$ cat src/rtl/vga_timing_pkg.sv
// rtl/vga_timing_pkg.sv - VGA 640x480@60 timing constants and receiver state encoding
package vga_timing_pkg;

    localparam int H_TOTAL    = 800;
    localparam int V_TOTAL    = 525;
    localparam int H_DISPLAY  = 640;
    localparam int V_DISPLAY  = 480;
    localparam int H_SYNC_POS = 656;
    localparam int V_SYNC_POS = 513;
    localparam int H_SYNC_LEN = 96;
    localparam int LOCK_LINES = 2;
    localparam bit SYNC_ACTIVE = 1'b1;

    typedef enum logic [1:0] {
        SEARCH = 2'd0,
        H_LOCK = 2'd1,
        LOCKED = 2'd2
    } rx_state_t;

    function automatic logic [9:0] wrap_inc(input logic [9:0] val, input logic [9:0] last);
        return (val == last) ? 10'd0 : val + 10'd1;
    endfunction

endpackage

$ cat src/rtl/vga_sync_edge.sv
// rtl/vga_sync_edge.sv - pix_en-qualified sync sampler with rising-edge and over-length detect
module vga_sync_edge #(
    parameter bit ACTIVE   = 1'b1,
    parameter int MAX_HIGH = 96
) (
    input  logic clk,
    input  logic reset,
    input  logic pix_en,
    input  logic sync_in,
    output logic rise,
    output logic long_high
);

    logic       level;
    logic       prev;
    logic [7:0] high_cnt;

    assign level = ~(sync_in ^ ACTIVE);
    assign rise  = pix_en & level & ~prev;
    // high_cnt counts earlier high samples, so this fires on sample MAX_HIGH+1
    assign long_high = pix_en & level & (high_cnt == 8'(MAX_HIGH));

    always_ff @(posedge clk) begin
        if (reset) begin
            prev     <= 1'b0;
            high_cnt <= '0;
        end else if (pix_en) begin
            prev <= level;
            if (!level) begin
                high_cnt <= '0;
            end else if (high_cnt != 8'hFF) begin
                high_cnt <= high_cnt + 8'd1;
            end
        end
    end

endmodule

$ cat src/rtl/vga_rx_timing.sv
// rtl/vga_rx_timing.sv - VGA receive-side timing lock, coordinate recovery and violation counter
module vga_rx_timing #(
    parameter int H_TOTAL    = vga_timing_pkg::H_TOTAL,
    parameter int V_TOTAL    = vga_timing_pkg::V_TOTAL,
    parameter int H_DISPLAY  = vga_timing_pkg::H_DISPLAY,
    parameter int V_DISPLAY  = vga_timing_pkg::V_DISPLAY,
    parameter int H_SYNC_POS = vga_timing_pkg::H_SYNC_POS,
    parameter int V_SYNC_POS = vga_timing_pkg::V_SYNC_POS,
    parameter int H_SYNC_LEN = vga_timing_pkg::H_SYNC_LEN,
    parameter int LOCK_LINES = vga_timing_pkg::LOCK_LINES,
    parameter bit SYNC_ACTIVE = vga_timing_pkg::SYNC_ACTIVE
) (
    input  logic        clk,
    input  logic        reset,
    input  logic        pix_en,
    input  logic        hsync,
    input  logic        vsync,
    input  logic [11:0] rgb_in,
    output logic [9:0]  x,
    output logic [9:0]  y,
    output logic        de,
    output logic [11:0] rgb_out,
    output logic        pix_valid,
    output logic        frame_start,
    output logic        locked,
    output logic [7:0]  err_count
);

    import vga_timing_pkg::*;

    localparam logic [9:0] H_LAST = 10'(H_TOTAL - 1);
    localparam logic [9:0] V_LAST = 10'(V_TOTAL - 1);
    localparam logic [9:0] H_DISP = 10'(H_DISPLAY);
    localparam logic [9:0] V_DISP = 10'(V_DISPLAY);
    localparam logic [9:0] H_POS  = 10'(H_SYNC_POS);
    localparam logic [9:0] V_POS  = 10'(V_SYNC_POS);
    localparam logic [3:0] LOCK_N = 4'(LOCK_LINES);

    rx_state_t  state, state_nx;
    logic [9:0] h_cnt, v_cnt;
    logic [9:0] h_cur, v_cur;
    logic [9:0] h_nx, v_nx;
    logic [3:0] line_ok, line_ok_nx;
    logic       hs_rise, hs_long;
    logic       vs_rise, vs_long_unused;
    logic       violation;
    logic       lock_nx;
    logic       de_nx;

    vga_sync_edge #(.ACTIVE(SYNC_ACTIVE), .MAX_HIGH(H_SYNC_LEN)) u_hs_edge (
        .clk       (clk),
        .reset     (reset),
        .pix_en    (pix_en),
        .sync_in   (hsync),
        .rise      (hs_rise),
        .long_high (hs_long)
    );

    vga_sync_edge #(.ACTIVE(SYNC_ACTIVE), .MAX_HIGH(H_SYNC_LEN)) u_vs_edge (
        .clk       (clk),
        .reset     (reset),
        .pix_en    (pix_en),
        .sync_in   (vsync),
        .rise      (vs_rise),
        .long_high (vs_long_unused)
    );

    // h_cnt/v_cnt hold the coordinate predicted for the current sample; h_cur/v_cur
    // is what the sample is finally assigned after any sync-edge load.
    always_comb begin
        state_nx   = state;
        line_ok_nx = line_ok;
        h_cur      = h_cnt;
        v_cur      = v_cnt;
        violation  = 1'b0;
        case (state)
            SEARCH: begin
                if (hs_rise) begin
                    h_cur      = H_POS;
                    line_ok_nx = '0;
                    state_nx   = H_LOCK;
                end
            end
            H_LOCK: begin
                if (hs_rise) begin
                    h_cur = H_POS;
                    if (h_cnt == H_POS) begin
                        line_ok_nx = (line_ok == LOCK_N) ? line_ok : line_ok + 4'd1;
                    end else begin
                        line_ok_nx = '0;
                    end
                end
                if (vs_rise) begin
                    v_cur = V_POS;
                    if (line_ok_nx == LOCK_N) begin
                        state_nx = LOCKED;
                    end
                end
            end
            LOCKED: begin
                if ((hs_rise && h_cnt != H_POS) ||
                    (vs_rise && (v_cnt != V_POS || h_cnt != H_POS)) ||
                    hs_long) begin
                    violation = 1'b1;
                    state_nx  = SEARCH;
                end
            end
            default: state_nx = SEARCH;
        endcase
    end

    assign h_nx    = wrap_inc(h_cur, H_LAST);
    assign v_nx    = (h_cur == H_LAST) ? wrap_inc(v_cur, V_LAST) : v_cur;
    assign lock_nx = (state_nx == LOCKED);
    assign de_nx   = lock_nx && (h_cur < H_DISP) && (v_cur < V_DISP);

    always_ff @(posedge clk) begin
        if (reset) begin
            state       <= SEARCH;
            h_cnt       <= '0;
            v_cnt       <= '0;
            line_ok     <= '0;
            x           <= '0;
            y           <= '0;
            de          <= 1'b0;
            rgb_out     <= '0;
            pix_valid   <= 1'b0;
            frame_start <= 1'b0;
            locked      <= 1'b0;
            err_count   <= '0;
        end else begin
            pix_valid   <= 1'b0;
            frame_start <= 1'b0;
            if (pix_en) begin
                state       <= state_nx;
                h_cnt       <= h_nx;
                v_cnt       <= v_nx;
                line_ok     <= line_ok_nx;
                x           <= h_cur;
                y           <= v_cur;
                de          <= de_nx;
                rgb_out     <= de_nx ? rgb_in : 12'h000;
                pix_valid   <= lock_nx;
                frame_start <= lock_nx && (h_cur == 10'd0) && (v_cur == 10'd0);
                locked      <= lock_nx;
                if (violation && err_count != 8'hFF) begin
                    err_count <= err_count + 8'd1;
                end
            end
        end
    end

endmodule

$ cat config.mk
export PLATFORM = sky130hd
export DESIGN_NAME = vga_rx_timing
export DESIGN_NICKNAME = d
export VERILOG_FILES = /design/src/rtl/vga_timing_pkg.sv /design/src/rtl/vga_sync_edge.sv /design/src/rtl/vga_rx_timing.sv
export SDC_FILE = /design/constraint.sdc
export NUM_CORES = 1
export LEC_CHECK = 0
export ABC_AREA = 1
export BUFFER_PORTS_ARGS = -buffer_cell sky130_fd_sc_hd__buf_2
export CORE_MARGIN = 8
export CORE_UTILIZATION = 50
export DETAILED_ROUTE_END_ITERATION = 8
export GPL_ROUTABILITY_DRIVEN = 0
export GPL_TIMING_DRIVEN = 0
export PLACE_DENSITY = 0.74
export SLEW_MARGIN = 5
export SYNTH_ARGS = -nofsm -noshare
export SYNTH_HDL_FRONTEND = slang
export SYNTH_SLANG_ARGS = --single-unit
$ cat constraint.sdc
create_clock -name clk -period 3.86 [get_ports clk]
set_input_delay 0.193 -clock clk [delete_from_list [all_inputs] [get_ports clk]]
set_output_delay 0.193 -clock clk [all_outputs]
set_load 0.05 [all_outputs]
== Yosys cells after proc, flatten, opt, wreduce, memory -nomap -nowiden ==
Cells that the tools add are included.

* $add $sub $neg: 5
* $lt $le $gt $ge: 2
* Equality and inequality tests: 15
* Multiplexer cells: 23
* Bitwise logic cells: 8
* Reduce and logical (&&, ||, !) cells: 19

{| class="wikitable"
|+ Operator list
! operator !! number
|-
| two-way mux 10 bit || 7
|-
| == test 10 bit, second input constant || 3
|-
| adder 10 x 1 -> 10 bit, second input constant || 2
|-
| logical NOT 10 bit || 2
|-
| two-way mux 4 bit || 5
|-
| inequality test 10 bit, second input constant || 2
|-
| adder 8 x 1 -> 8 bit, second input constant || 2
|-
| two-way mux 8 bit || 2
|-
| inequality test 8 bit, second input constant || 2
|-
| two-way mux 12 bit || 1
|-
| < comparator 10 bit, second input constant || 1
|-
| < comparator 10 x 9 -> 1 bit, second input constant || 1
|-
| == test 4 x 2 -> 1 bit, second input constant || 2
|-
| == test 8 x 7 -> 1 bit, second input constant || 1
|-
| two-way mux 2 bit || 4
|-
| one-hot mux 4 bit (2 select lines) || 1
|-
| logical AND 1 bit || 7
|-
| one-hot mux 2 bit (3 select lines) || 1
|-
| AND 1 bit || 5
|-
| adder 4 x 1 -> 4 bit, second input constant || 1
|-
| == test 2 bit, second input constant || 2
|-
| AND reduction 2 bit || 2
|-
| OR reduction 2 bit || 2
|-
| logical OR 1 bit || 3
|-
| 8 further kinds || 11
|}

* Flip-flop bits (word level): 80
* Input bits: 17

== Longest topological paths before layout ==
* Depth after elaboration: 13
* Gate-level depth with buffers: 17
* Gate-level depth less buffers: 15

== Modules after synthesis ==
Synthesis repeated with hierarchy kept, for this count alone.

* Cell total of the unflattened synthesis: 673
* Area total of the unflattened synthesis: 4679.5 um^2

{| class="wikitable"
|+ By module, submodules not included
! module !! times used !! cells each !! area an instance (um^2) !! seq. area each (um^2)
|-
| vga_rx_timing || 1 || 499 || 3545.9 || 1401.3
|-
| vga_sync_edge || 2 || 87 || 566.8 || 180.2
|}

== Worst setup path after synthesis ==
OpenSTA, ideal clock, no wires.

* Kind: input to register
* Start: input port pix_en
* End: register v_cnt[9]
* Library setup time: 0.112 ns
* Arrival: 1.838 ns
* Slack: 1.909 ns
* Stages on the path: 17
* Buffers on the path: 2
* Cells stage by stage: buf_6 nand2_4 nor2_4 nand2_2 buf_6 inv_1 nor2_1 ha_1 nand3_1 nor2_4 nand3_1 nor2_2 nand2_1 nand2_1 nand2_1 nand2_1 nand2_1

* Elaborated cells between the ends (all ways): 13
* Those cells by class: 1 x add/sub; 2 x eq/ne; 6 x mux; 4 x bitwise

{| class="wikitable"
|+ RTL lines
! item !! line !! text
|-
| start, declared || vga_rx_timing.sv:15 || <nowiki>input logic pix_en,</nowiki>
|-
| AND 1 bit (2 in a row) || vga_sync_edge.sv:19 || <nowiki>assign rise = pix_en & level & ~prev;</nowiki>
|-
| two-way mux 10 bit || vga_rx_timing.sv:78, vga_rx_timing.sv:85 ||
|-
| two-way mux 10 bit || -- ||
|-
| net h_cur[0] || vga_rx_timing.sv:41 || <nowiki>logic [9:0] h_cur, v_cur;</nowiki>
|-
| == test 10 bit || vga_rx_timing.sv:113 || <nowiki>assign v_nx = (h_cur == H_LAST) ? wrap_inc(v_cur, V_LAST) : v_cur;</nowiki>
|-
| two-way mux 10 bit || vga_rx_timing.sv:113 ||
|-
| end signal, assigned || vga_rx_timing.sv:137 || <nowiki>v_cnt <= v_nx;</nowiki>
|-
| end, declared || vga_rx_timing.sv:40 || <nowiki>logic [9:0] h_cnt, v_cnt;</nowiki>
|}

The timed path passes the listed nets, and every way through them passes these cells.
A chain may end at the register's enable or synchronous reset.

== Worst setup path in the final report ==
* Start: register state[1]
* End: register v_cnt[9]

* Word-level cells in the longest chain between the ends: 5
* Elaborated cells between the ends (all ways): 10
* Those cells by class: 1 x add/sub; 3 x eq/ne; 4 x mux; 2 x reduce/logical

{| class="wikitable"
|+ Ends and longest elaborated chain
! item !! line !! text
|-
| start, declared || vga_rx_timing.sv:39 || <nowiki>rx_state_t state, state_nx;</nowiki>
|-
| start signal, assigned || vga_rx_timing.sv:135 || <nowiki>state <= state_nx;</nowiki>
|-
| == test 2 x 1 -> 1 bit or logical NOT 2 bit (tied branches) || vga_rx_timing.sv:76 || <nowiki>case (state)</nowiki>
|-
| OR reduction 2 bit (no line) * || -- ||
|-
| two-way mux 10 bit * || -- ||
|-
| net h_cur[0] || vga_rx_timing.sv:41 ||
|-
| == test 10 bit * || vga_rx_timing.sv:113 ||
|-
| two-way mux 10 bit * || vga_rx_timing.sv:113 ||
|}

The timed path passes the listed nets; every way through them passes the cells marked *.

==> impl_results.md <==
* Clk buf depth at 2
* Async SR Flop Fraction at 0
* PwrDens at 354 mW/mm^2
* Synth top area share at 0.409
* Initial antenna violation count at 0
* Gr ovfl total at 0
* Pre-antenna DRT Iters at 5
* Comb pwr share at 0.079
* Final Max Slew Viols at 0
* Die Span Y at 105 um
* Share of cells above drive strength 1 at 0.172
* Top cells by area, synth: dfxtp_1 41%, nand2_1 15%, inv_1 5.7%, nand3_1 5.4%, nor2_1 4.8%
* CP endpoint kind: flip-flop
* Clock Tree Root: clkbuf_8
* Synth warn at 0
* CTS tree: built
* P_leak at 2.04 nW
* Top cell type by total area after synthesis: dfxtp_1
* Via density at 5.13
* Vias in the first global route at 3615
* ANT nets after route at 0
* Buffers on Ports at 58
* Final Setup Violations at 0
* CP Launch Type: flip-flop
* Ant diodes at 0
* Worst Tran Pin Value at 0.565 ns
* Worst Hold Class: in -> reg
* First-pass GRT wire length at 16.3 mm
* Clk_lat worst skew at 0.36 ns
* Metal-1 WL at 4.31 mm
* Post-Route WL at 9.61 mm
* Req. time, crit path at 4.12 ns
* Post-Syn Instances at about 550
* Area after DPL at 0.00434 sq mm
* Worst-path maximum fanout at 10
* Achievable frequency at 0.424 GHz
* Status: completed
* Fin cells at a little over 700
* Synth cell types at 37
* R2R Path End: v_cnt[9]$_SDFFE_PP0P_
* Row count at 32
* Setup tns final at 0 ns
* Final #Nets at 643
* Final count of hold timing violations at 0
* Post-CTS Resized at 0
* Worst r2r path cells at 15
* Hold Path End: rgb_out[5]$_SDFFE_PP0P_
* Clock transition at path regs at ~0.08 ns
* Switch Pwr at 402 uW
* Routed wl met3 at around 570 um
* Clock tree sinks at 80
* Hold_buf cts at 0
* Syn nets at 574
* Switching Share at 0.250
* Dpl cells at 708
* Final Cell Area at 0.00454 sq mm
* CTS H-tree depth at 3
* Internal Power at between 1 and 1.5 mW
* CTS Buf Count at 9
* Via count at around 3700
* Worst R2R Start: state[1]$_SDFFE_PP0P_
* Max-cap violation count at 0
* Die width at between 100 and 150 um
* Layout area overhead at 15.9%
* Top_reg_cell synth: dfxtp_1
* Final Skew at 0.00947 ns
* Maximum vdd drop at around 0.00017 V
* Slew Limit Headroom at 0.622
* Clock power frac at 0.396
* Sequential share of power at 0.524
* Top routing layer in use: met4
* Worst setup path startpoint: state[1]$_SDFFE_PP0P_
* DRC violations left at 0
* Synthesized cell area at 0.00392 sq mm
* Type of the worst setup path: reg -> reg
* Final min period at 2.36 ns
* Core Area at around 0.0076 sq mm
* FF-to-FF setup slack at 1.50 ns
* Starting Density at 0.512
* Final core occ at 0.594
* Seq/Total Area, Yosys at 0.409
* Worst EP arrival at 2.62 ns
* Die ar. at approximately 0.011 sq mm
* Syn_area_per_cell at 7.15 sq um
* Largest net degree at the start of global routing at 14
* Met2 wire length at around 4.6 mm
* Hold path start: rgb_in[5]
* DP HPWL at 7.28 mm
* Setup bufs post-CTS at 0
* IO Pins at 61
* Drt wl/cell at between 10 and 15 um
* Final Cycle Share at 0.611
* Tot GR Track Use at 0.178
* Hold WS at 0.0489 ns
* Hold Path Depth at 3
* EDFF count, synth at 0
* RSZ-0062 raised after global routing: no
* #FFs+latches synth at 80
* DR iter-0 viols at 239
## power groups by stage
stage / registers [mW] / clock network, mW / logic (mW)
2_1_floorplan: 0.872 / 0 / 0.0783
3_3_place_gp: 0.862 / 0 / 0.125
3_5_place_dp: 0.862 / 0 / 0.126
4_1_cts: 0.843 / 0.651 / 0.126
5_1_grt: 0.844 / 0.687 / 0.140
6_report: 0.843 / 0.637 / 0.128
## registers in the layout, summed over array words and instances (netlist names)
name                count
line_ok                 4
u_vs_edge.prev          1
rgb_out                12
u_hs_edge.high_cnt      8
frame_start             1
state                   2
locked                  1
x                      10
de                      1
y                      10
h_cnt                  10
pix_valid               1
err_count               8
v_cnt                  10
u_hs_edge.prev          1
## worst max-delay path by stage
stage | slack, ns | to
global placement | 1.56 | v_cnt[9]$_SDFFE_PP0P_
CTS | 1.54 | v_cnt[9]$_SDFFE_PP0P_
detailed placement | 1.56 | v_cnt[9]$_SDFFE_PP0P_
floorplan | 1.91 | v_cnt[9]$_SDFFE_PP0P_
global route | 1.21 | v_cnt[9]$_SDFFE_PP0P_
finish | 1.50 | v_cnt[9]$_SDFFE_PP0P_
## through the flow
step	worst slack, ns	total power, mW
final	1.50	1.61
after global routing	1.21	1.67
after CTS	1.54	1.62
after detailed placement	1.56	0.988
after global placement	1.56	0.986
after floorplan	1.91	0.950
## layout make-up
| class | instances | area [sq um] |
|---|---|---|
| fillers | 732 | 3100 |
| multi-input cells | 393 | 2000 |
| flip-flops and latches | 80 | 1600 |
| repair buffers | 58 | 290 |
| inverters | 62 | 233 |
| clock buffers | 11 | 151 |
| well taps | 102 | 128 |
| plain buffers | 13 | 81.3 |
| clock inverters | 5 | 55.1 |
## cell usage in the layout (no fill, tap or decap), types with 3 or more instances in the layout
cell	Yosys	final
o22ai_1	7	7
a21oi_1	20	20
nand2_4	6	6
buf_6	4	4
o21ai_1	3	3
inv_1	59	59
clkbuf_1	7	7
ha_1	9	9
nand3_1	42	42
nor3_1	5	5
nand3b_1	3	3
nor2_1	50	50
nand2_1	160	160
buf_2	2	60
o21ai_0	35	35
nand2_2	3	3
dfxtp_1	80	80
nor2_4	5	5
xor2_1	10	10
clkbuf_8	0	11
nand3_2	3	3
nor2_2	3	3
nand4_1	9	9
xnor2_1	4	4
## Yosys cell counts (2+ instances only)
| master | number |
|---|---|
| nand2_1 | 160 |
| dfxtp_1 | 80 |
| inv_1 | 59 |
| nor2_1 | 50 |
| nand3_1 | 42 |
| o21ai_0 | 35 |
| a21oi_1 | 20 |
| xor2_1 | 10 |
| ha_1 | 9 |
| nand4_1 | 9 |
| clkbuf_1 | 7 |
| o22ai_1 | 7 |
| nand2_4 | 6 |
| nor2_4 | 5 |
| nor3_1 | 5 |
| buf_6 | 4 |
| xnor2_1 | 4 |
| nand2_2 | 3 |
| nand3_2 | 3 |
| nand3b_1 | 3 |
| nor2_2 | 3 |
| o21ai_1 | 3 |
| a211oi_1 | 2 |
| buf_2 | 2 |
| inv_2 | 2 |
| nor3b_1 | 2 |
| o21ai_2 | 2 |
| o32ai_1 | 2 |
## layer usage
layer  track usage  vias to the layer above
met1         0.209                     1695
met4        0.0714                        0
met3        0.0436                       14
met5             0                        -
met2         0.305                       99
li1              -                     1908
## cells by family after synthesis
logic type,after synthesis,synth area share
simple gates,294,0.340
compound gates,76,0.111
fa+ha+maj,9,0.0287
xor+xnor,14,0.0313
buf+inv,75,0.0801
flops,80,0.409
## worst max-delay path, cell delays in order (launching register included)
cell and delay (ns):
dfxtp_1 0.37, inv_1 0.11, nand2_2 0.12, buf_6 0.15, inv_1 0.10, nor2_1 0.20
ha_1 0.20, nand3_1 0.14, nor2_4 0.22, nand3_1 0.19, nor2_2 0.17, nand2_1 0.06
nand2_1 0.05, nand2_1 0.05, nand2_1 0.05, nand2_1 0.05
No activity file was read; power rests on OpenSTA's default activity.
